==> config.mk <==
export PLATFORM = sky130hd
export DESIGN_NAME = matrix_proc_if
export DESIGN_NICKNAME = d
export VERILOG_FILES = /design/src/rtl/matrix_pkg.sv /design/src/rtl/flex_counter.sv /design/src/rtl/matrix_proc_if.sv
export SDC_FILE = /design/constraint.sdc
export NUM_CORES = 1
export LEC_CHECK = 0
export BUFFER_PORTS_ARGS = -buffer_cell sky130_fd_sc_hd__buf_2
export CAP_MARGIN = 20
export CELL_PAD_IN_SITES_DETAIL_PLACEMENT = 0
export CELL_PAD_IN_SITES_GLOBAL_PLACEMENT = 1
export CORE_ASPECT_RATIO = 0.7
export CORE_MARGIN = 8
export CORE_UTILIZATION = 41
export CTS_CLUSTER_SIZE = 25
export DETAILED_ROUTE_END_ITERATION = 8
export MAX_ROUTING_LAYER = met4
export PLACE_DENSITY_LB_ADDON = 0.25
export SLEW_MARGIN = 10
export SYNTH_ARGS = -nofsm -noshare
export SYNTH_HDL_FRONTEND = slang
export SYNTH_SLANG_ARGS = --single-unit
==> constraint.sdc <==
create_clock -name clk -period 4 [get_ports clk]
set_clock_uncertainty 0.05 [all_clocks]
set_input_delay 0.6 -clock clk [delete_from_list [all_inputs] [get_ports clk]]
set_output_delay 0.6 -clock clk [all_outputs]
set_load 0.005 [all_outputs]
==> src/rtl/matrix_pkg.sv <==
// Shared register map, CTRL bit positions, fill FSM states and panel defaults.
// No logic; constants and types only.
// Imported by the matrix processor interface and its bench-facing users.
package matrix_pkg;

    localparam int DEF_MATRIX_WIDTH  = 64;
    localparam int DEF_MATRIX_HEIGHT = 32;

    localparam logic [7:0] REG_CTRL  = 8'd0;
    localparam logic [7:0] REG_ROW   = 8'd1;
    localparam logic [7:0] REG_COL   = 8'd2;
    localparam logic [7:0] REG_RED   = 8'd3;
    localparam logic [7:0] REG_GRN   = 8'd4;
    localparam logic [7:0] REG_BLU   = 8'd5;
    localparam logic [7:0] REG_COUNT = 8'd6;

    localparam int CTRL_AUTOINC = 0;
    localparam int CTRL_FILL    = 1;
    localparam int CTRL_BUSY    = 7;

    typedef enum logic {
        ST_IDLE = 1'b0,
        ST_FILL = 1'b1
    } fill_state_e;

    typedef struct packed {
        logic [7:0] blu;
        logic [7:0] grn;
        logic [7:0] red;
    } pixel_t;

endpackage

==> src/rtl/flex_counter.sv <==
// Up-counter with synchronous clear, enable and programmable rollover value.
// Count updates one cycle after enable; rollover_flag is combinational on the count.
// No backpressure; counts whenever enabled.
module flex_counter #(
    parameter int WIDTH = 4
) (
    input  logic             clk,
    input  logic             rst,
    input  logic             clear,
    input  logic             count_enable,
    input  logic [WIDTH-1:0] rollover_val,
    output logic [WIDTH-1:0] count_out,
    output logic             rollover_flag
);

    logic [WIDTH-1:0] count_q;
    logic [WIDTH-1:0] count_d;

    always_comb begin
        count_d = count_q;
        if (clear) begin
            count_d = '0;
        end else if (count_enable) begin
            count_d = (count_q == rollover_val) ? '0 : count_q + 1'b1;
        end
    end

    always_ff @(posedge clk or posedge rst) begin
        if (rst) begin
            count_q <= '0;
        end else begin
            count_q <= count_d;
        end
    end

    assign count_out     = count_q;
    assign rollover_flag = (count_q == rollover_val);

endmodule

==> src/rtl/matrix_proc_if.sv <==
// Bus-mapped pixel writer for an LED matrix colour memory, with single-pixel commit and full-panel fill.
// Reads are combinational; a BLU commit writes memory one cycle later; a fill writes one pixel per cycle.
// No backpressure: commits and fill requests arriving while busy are dropped.
module matrix_proc_if
    import matrix_pkg::*;
#(
    parameter int         MATRIX_WIDTH  = DEF_MATRIX_WIDTH,
    parameter int         MATRIX_HEIGHT = DEF_MATRIX_HEIGHT,
    parameter int         DATA_WIDTH    = 8,
    parameter int         ROW_LENGTH    = 7,
    parameter int         COLUMN_LENGTH = 6,
    parameter logic [7:0] BASE_ADDR     = 8'hE0
) (
    input  logic                      clk,
    input  logic                      rst,
    input  logic [7:0]                ramadr,
    input  logic                      ramre,
    input  logic                      ramwe,
    input  logic                      dm_sel,
    input  logic [7:0]                dbus_in,
    output logic [7:0]                dbus_out,
    output logic                      io_out_en,
    output logic [ROW_LENGTH-1:0]     proc_ctrl_row,
    output logic [COLUMN_LENGTH-1:0]  proc_ctrl_col,
    output logic                      proc_ctrl_we,
    output logic [3*DATA_WIDTH-1:0]   proc_ctrl_data_o,
    output logic                      busy
);

    localparam int NPIX  = MATRIX_WIDTH * MATRIX_HEIGHT;
    localparam int CNT_W = (NPIX > 1) ? $clog2(NPIX) : 1;

    logic [7:0] reg_off;
    logic       wr_hit;
    logic       rd_hit;

    assign reg_off = ramadr - BASE_ADDR;
    assign wr_hit  = dm_sel && ramwe && (reg_off < REG_COUNT);
    assign rd_hit  = dm_sel && ramre && (reg_off < REG_COUNT);

    fill_state_e state_q, state_d;
    logic        autoinc_q, autoinc_d;
    logic [7:0]  row_q, row_d;
    logic [7:0]  col_q, col_d;
    logic [7:0]  red_q, red_d;
    logic [7:0]  grn_q, grn_d;
    logic [7:0]  blu_q, blu_d;
    pixel_t      fill_rgb_q, fill_rgb_d;
    logic        busy_q, busy_d;
    logic        we_q, we_d;
    logic [ROW_LENGTH-1:0]    out_row_q, out_row_d;
    logic [COLUMN_LENGTH-1:0] out_col_q, out_col_d;
    logic [3*DATA_WIDTH-1:0]  out_data_q, out_data_d;

    logic             cnt_clear;
    logic             cnt_en;
    logic             cnt_last;
    logic [CNT_W-1:0] pix_cnt;

    flex_counter #(
        .WIDTH(CNT_W)
    ) u_pix_cnt (
        .clk          (clk),
        .rst          (rst),
        .clear        (cnt_clear),
        .count_enable (cnt_en),
        .rollover_val (CNT_W'(NPIX - 1)),
        .count_out    (pix_cnt),
        .rollover_flag(cnt_last)
    );

    always_comb begin
        state_d    = state_q;
        autoinc_d  = autoinc_q;
        row_d      = row_q;
        col_d      = col_q;
        red_d      = red_q;
        grn_d      = grn_q;
        blu_d      = blu_q;
        fill_rgb_d = fill_rgb_q;
        we_d       = 1'b0;
        out_row_d  = out_row_q;
        out_col_d  = out_col_q;
        out_data_d = out_data_q;
        cnt_clear  = 1'b0;
        cnt_en     = 1'b0;

        // Single-pixel commit: coordinates are those held when BLU is written.
        if (wr_hit && reg_off == REG_BLU && !busy_q) begin
            we_d       = 1'b1;
            out_row_d  = ROW_LENGTH'(row_q);
            out_col_d  = COLUMN_LENGTH'(col_q);
            out_data_d = {dbus_in, grn_q, red_q};
            if (autoinc_q) begin
                if (col_q == 8'(MATRIX_WIDTH - 1)) begin
                    col_d = '0;
                    row_d = (row_q == 8'(MATRIX_HEIGHT - 1)) ? 8'd0 : row_q + 8'd1;
                end else begin
                    col_d = col_q + 8'd1;
                end
            end
        end

        // Register writes come after auto-increment so a ROW/COL write wins.
        if (wr_hit) begin
            case (reg_off)
                REG_CTRL: autoinc_d = dbus_in[CTRL_AUTOINC];
                REG_ROW:  row_d     = dbus_in;
                REG_COL:  col_d     = dbus_in;
                REG_RED:  red_d     = dbus_in;
                REG_GRN:  grn_d     = dbus_in;
                REG_BLU:  blu_d     = dbus_in;
                default:  ;
            endcase
        end

        case (state_q)
            ST_IDLE: begin
                if (wr_hit && reg_off == REG_CTRL && dbus_in[CTRL_FILL] && !busy_q) begin
                    state_d    = ST_FILL;
                    fill_rgb_d = '{blu: blu_q, grn: grn_q, red: red_q};
                    cnt_clear  = 1'b1;
                end
            end
            ST_FILL: begin
                cnt_en     = 1'b1;
                we_d       = 1'b1;
                out_row_d  = ROW_LENGTH'(int'(pix_cnt) / MATRIX_WIDTH);
                out_col_d  = COLUMN_LENGTH'(int'(pix_cnt) % MATRIX_WIDTH);
                out_data_d = fill_rgb_q;
                if (cnt_last) begin
                    state_d = ST_IDLE;
                end
            end
            default: state_d = ST_IDLE;
        endcase

        // Busy stays up through the cycle that presents the last fill pixel.
        busy_d = (state_d == ST_FILL) || (state_q == ST_FILL);
    end

    always_ff @(posedge clk or posedge rst) begin
        if (rst) begin
            state_q    <= ST_IDLE;
            autoinc_q  <= 1'b0;
            row_q      <= '0;
            col_q      <= '0;
            red_q      <= '0;
            grn_q      <= '0;
            blu_q      <= '0;
            fill_rgb_q <= '0;
            busy_q     <= 1'b0;
            we_q       <= 1'b0;
            out_row_q  <= '0;
            out_col_q  <= '0;
            out_data_q <= '0;
        end else begin
            state_q    <= state_d;
            autoinc_q  <= autoinc_d;
            row_q      <= row_d;
            col_q      <= col_d;
            red_q      <= red_d;
            grn_q      <= grn_d;
            blu_q      <= blu_d;
            fill_rgb_q <= fill_rgb_d;
            busy_q     <= busy_d;
            we_q       <= we_d;
            out_row_q  <= out_row_d;
            out_col_q  <= out_col_d;
            out_data_q <= out_data_d;
        end
    end

    always_comb begin
        dbus_out  = '0;
        io_out_en = 1'b0;
        if (rd_hit) begin
            io_out_en = 1'b1;
            case (reg_off)
                REG_CTRL: begin
                    dbus_out[CTRL_AUTOINC] = autoinc_q;
                    dbus_out[CTRL_BUSY]    = busy_q;
                end
                REG_ROW: dbus_out = row_q;
                REG_COL: dbus_out = col_q;
                REG_RED: dbus_out = red_q;
                REG_GRN: dbus_out = grn_q;
                REG_BLU: dbus_out = blu_q;
                default: dbus_out = '0;
            endcase
        end
    end

    assign proc_ctrl_row    = out_row_q;
    assign proc_ctrl_col    = out_col_q;
    assign proc_ctrl_we     = we_q;
    assign proc_ctrl_data_o = out_data_q;
    assign busy             = busy_q;

endmodule

==> impl_metrics.yaml <==
routing:
  first_pass_iters: 5
  post-route-drc-count: 0
  routedWlPerCell_um: 19.8
  antenna_left: 0
  drt_iter0_markers: 357
  vias_per_cell: 5.49
  wl_um: 15800
  num_vias: 4403
clocking:
  cts_resized: 0
  cts_buffers: 17
  clkSlewWorstSetupHoldPaths_ns: 0.05
  cts_setup_buffers: 0
  cts_tree: "done"
  hold_buffers: 0
  ctsHtreeMaxLevel: 4
  cts-root-buf: "clkbuf_16"
  cts.path.max_buffers: 2
  worstSkewPairLatency_ns: 0.41
  clock-sinks: 116
job:
  drv_cap: 0
critical_path:
  path_max_fanout: 6
  start_kind: "input port"
  rrSetupSlack_ns: 1.44
  worstRegToRegCells: 6
  arrival_ns: 2.86
  cp-end-kind: "output port"
  critPathRequiredTime_ns: 3.35
  reg2reg_from: "col_q[0]"
  path_class: "in2out"
  crit-reg2reg-capture: "row_q[5]"
cells_and_area:
  final_cells: 802
  fin_area_um2: 6890
  fillers: 1308
  drive_gt1_share_pct: 25.8
  final_nets: 624
  area_delta_synth_final_pct: 20.1
  antennaDiodeCount: 0
synthesis:
  synth_compound_area_share_pct: 10.4
  ys_seq_area_share_pct: 50.6
  synth-xor-area-share_pct: 2.29
  synth_fa_ha_area_share_pct: 0.872
  synth.avg_cell_area_um2: 10.8
  synth_top_family_by_area: "multiplexers"
  yosysWarnings: 0
  synthMuxAreaShare_pct: 18.0
  synth.most_common_cell: "dfrtp_1"
  syn_inst: 532
  synth-edff-count: 0
  synthSimpleGateAreaFrac_pct: 15.0
  ys_seq_elements: 116
  synth_cell_types: 53
  async_flop_share_pct: 100
  synthesis.nets: 557
  synth_area_um2: 5740
  yosysTopAreaCellShare_pct: 50.6
  synth.largest_area_cell: "dfrtp_1"
  ys.flop_type: "dfrtp_1"
  synth_area_leaders: "dfrtp_1 (51%), mux2i_1 (8.0%), mux2_2 (7.3%)"
  yosys-top-cells-count: "dfrtp_1 (116), nand2_1 (71), o21ai_0 (49)"
min_path:
  worstHoldPathType: "in2async"
placed_design:
  globalplace.congestion: 0.898
  place_area_um2: 6260
  place_inst: 770
  hpwlAfterDp_um: 11300
  portBuffers: 68
timing:
  slew_violations: 0
  tightest_slew_ns: 0.919
  fin_crit_ns: 3.51
  finalSetupViolations: 0
  rsz0062_at_grt: "no"
  setup-tns-final_ns: 0
  fin_crit_sh_pct: 87.7
  max_clock_freq_mhz: 285
  timing.final.hold_violations: 0
  slew-limit-headroom_pct: 38.2
grt:
  overflow: 0
  track_usage_pct: 19.2
  grt_pass1_wl_um: 25700
  antenna_found_initial: 0
  grt_max_degree: 64
  first_global_vias: 4552
floorplanning:
  rows: 36
  die_h_um: 115
  dieArea_um2: 18100
  initial_utilization_pct: 41.6
  core_area_um2: 13800
  die_w_um: 157
  ios: 69
outcome:
  status: "completed"
power_and_ir_drop:
  power_density_nw_per_um2: 464
  ir_drop_uv: 302
  p_leak_nw: 3.50
## placed cells by master (no fill, tap or decap), types with 4 or more instances in the layout
cell	n
mux2_1	12
bufinv_16	4
nand2_1	71
buf_2	68
nand3_1	14
inv_1	10
nand4_1	8
ha_1	4
clkbuf_16	17
xnor2_1	5
o21ai_0	49
clkbuf_8	4
dfrtp_1	115
mux2_2	37
a22oi_1	8
o21ai_1	17
nand2b_1	5
a21oi_1	9
mux2i_1	46
xor2_1	10
nor2_1	28
and3_1	6
## per-stage QoR
stage / hold slack [ns] / total power, mW / utilization, % / setup WS [ns]
floorplan: 0.396 / 1.46 / - / 0.278
global placement: 0.414 / 1.59 / 45.4 / 0.732
detailed placement: 0.419 / 1.60 / 45.4 / 0.553
CTS: 0.279 / 3.24 / 50.0 / 0.542
global route: 0.320 / 3.33 / 50.0 / 0.344
finish: 0.270 / 3.20 / 50.0 / 0.494
## where the power goes
part           switching (mW)  internal, mW
Combinational           0.147         0.107
Clock                   0.528          1.11
Sequential             0.0641          1.25
Total                   0.739          2.46
## logic make-up after synthesis
group / count (synthesis)
AOI/OAI and AO/OA: 103
xor gates and xnor gates: 15
adders and majority gates: 4
buffers and inverters: 35
DFF: 116
muxes: 96
and+or+nand+nor: 163
## worst max-delay path, stage by stage
cell and delay, ns:
buf_2 0.12, ha_1 0.34, nor4b_4 0.34, nand2_1 0.24, a211oi_1 0.46, o31ai_1 0.32, o21ai_0 0.27, buf_2 0.15
## state kept, by name (all words and copies together), names as in the netlist
name and count:
busy 1, fill_rgb_q 24, autoinc_q 1, proc_ctrl_col 6
red_q 8, grn_q 8, col_q 8, u_pix_cnt.count_out 11
blu_q 8, proc_ctrl_data_o 24, state_q 1, proc_ctrl_we 1
proc_ctrl_row 7, row_q 8
## area by class of cell
| cell class | count | area, um2 | area share (%) |
|---|---|---|---|
| tap | 190 | 238 | 3.45 |
| clock inverter | 9 | 150 | 2.18 |
| inverter | 11 | 43.8 | 0.635 |
| clock buffer | 23 | 488 | 7.08 |
| sequential | 116 | 2900 | 42.1 |
| timing repair buffer | 72 | 395 | 5.74 |
| multi-input combinational | 381 | 2680 | 38.8 |
## routing by layer
metal  up-vias  track usage (%)  share of wire, %
met5         -                -                 0
li1       2056                -                 -
met3        11             3.87               4.9
met1      2209             27.0                50
met4         0             5.37              0.62
met2       127             27.5                44
## worst max-delay path by stage
stage	from	endpoint	depth (start not counted)
after floorplan	rst	autoinc_q	1
after global placement	ramadr[5]	dbus_out[2]	8
final	ramadr[5]	dbus_out[2]	8
after global routing	ramadr[5]	dbus_out[2]	8
after CTS	ramadr[5]	dbus_out[1]	8
after detailed placement	ramadr[5]	dbus_out[1]	8
Power figures use the tool's default switching activity.
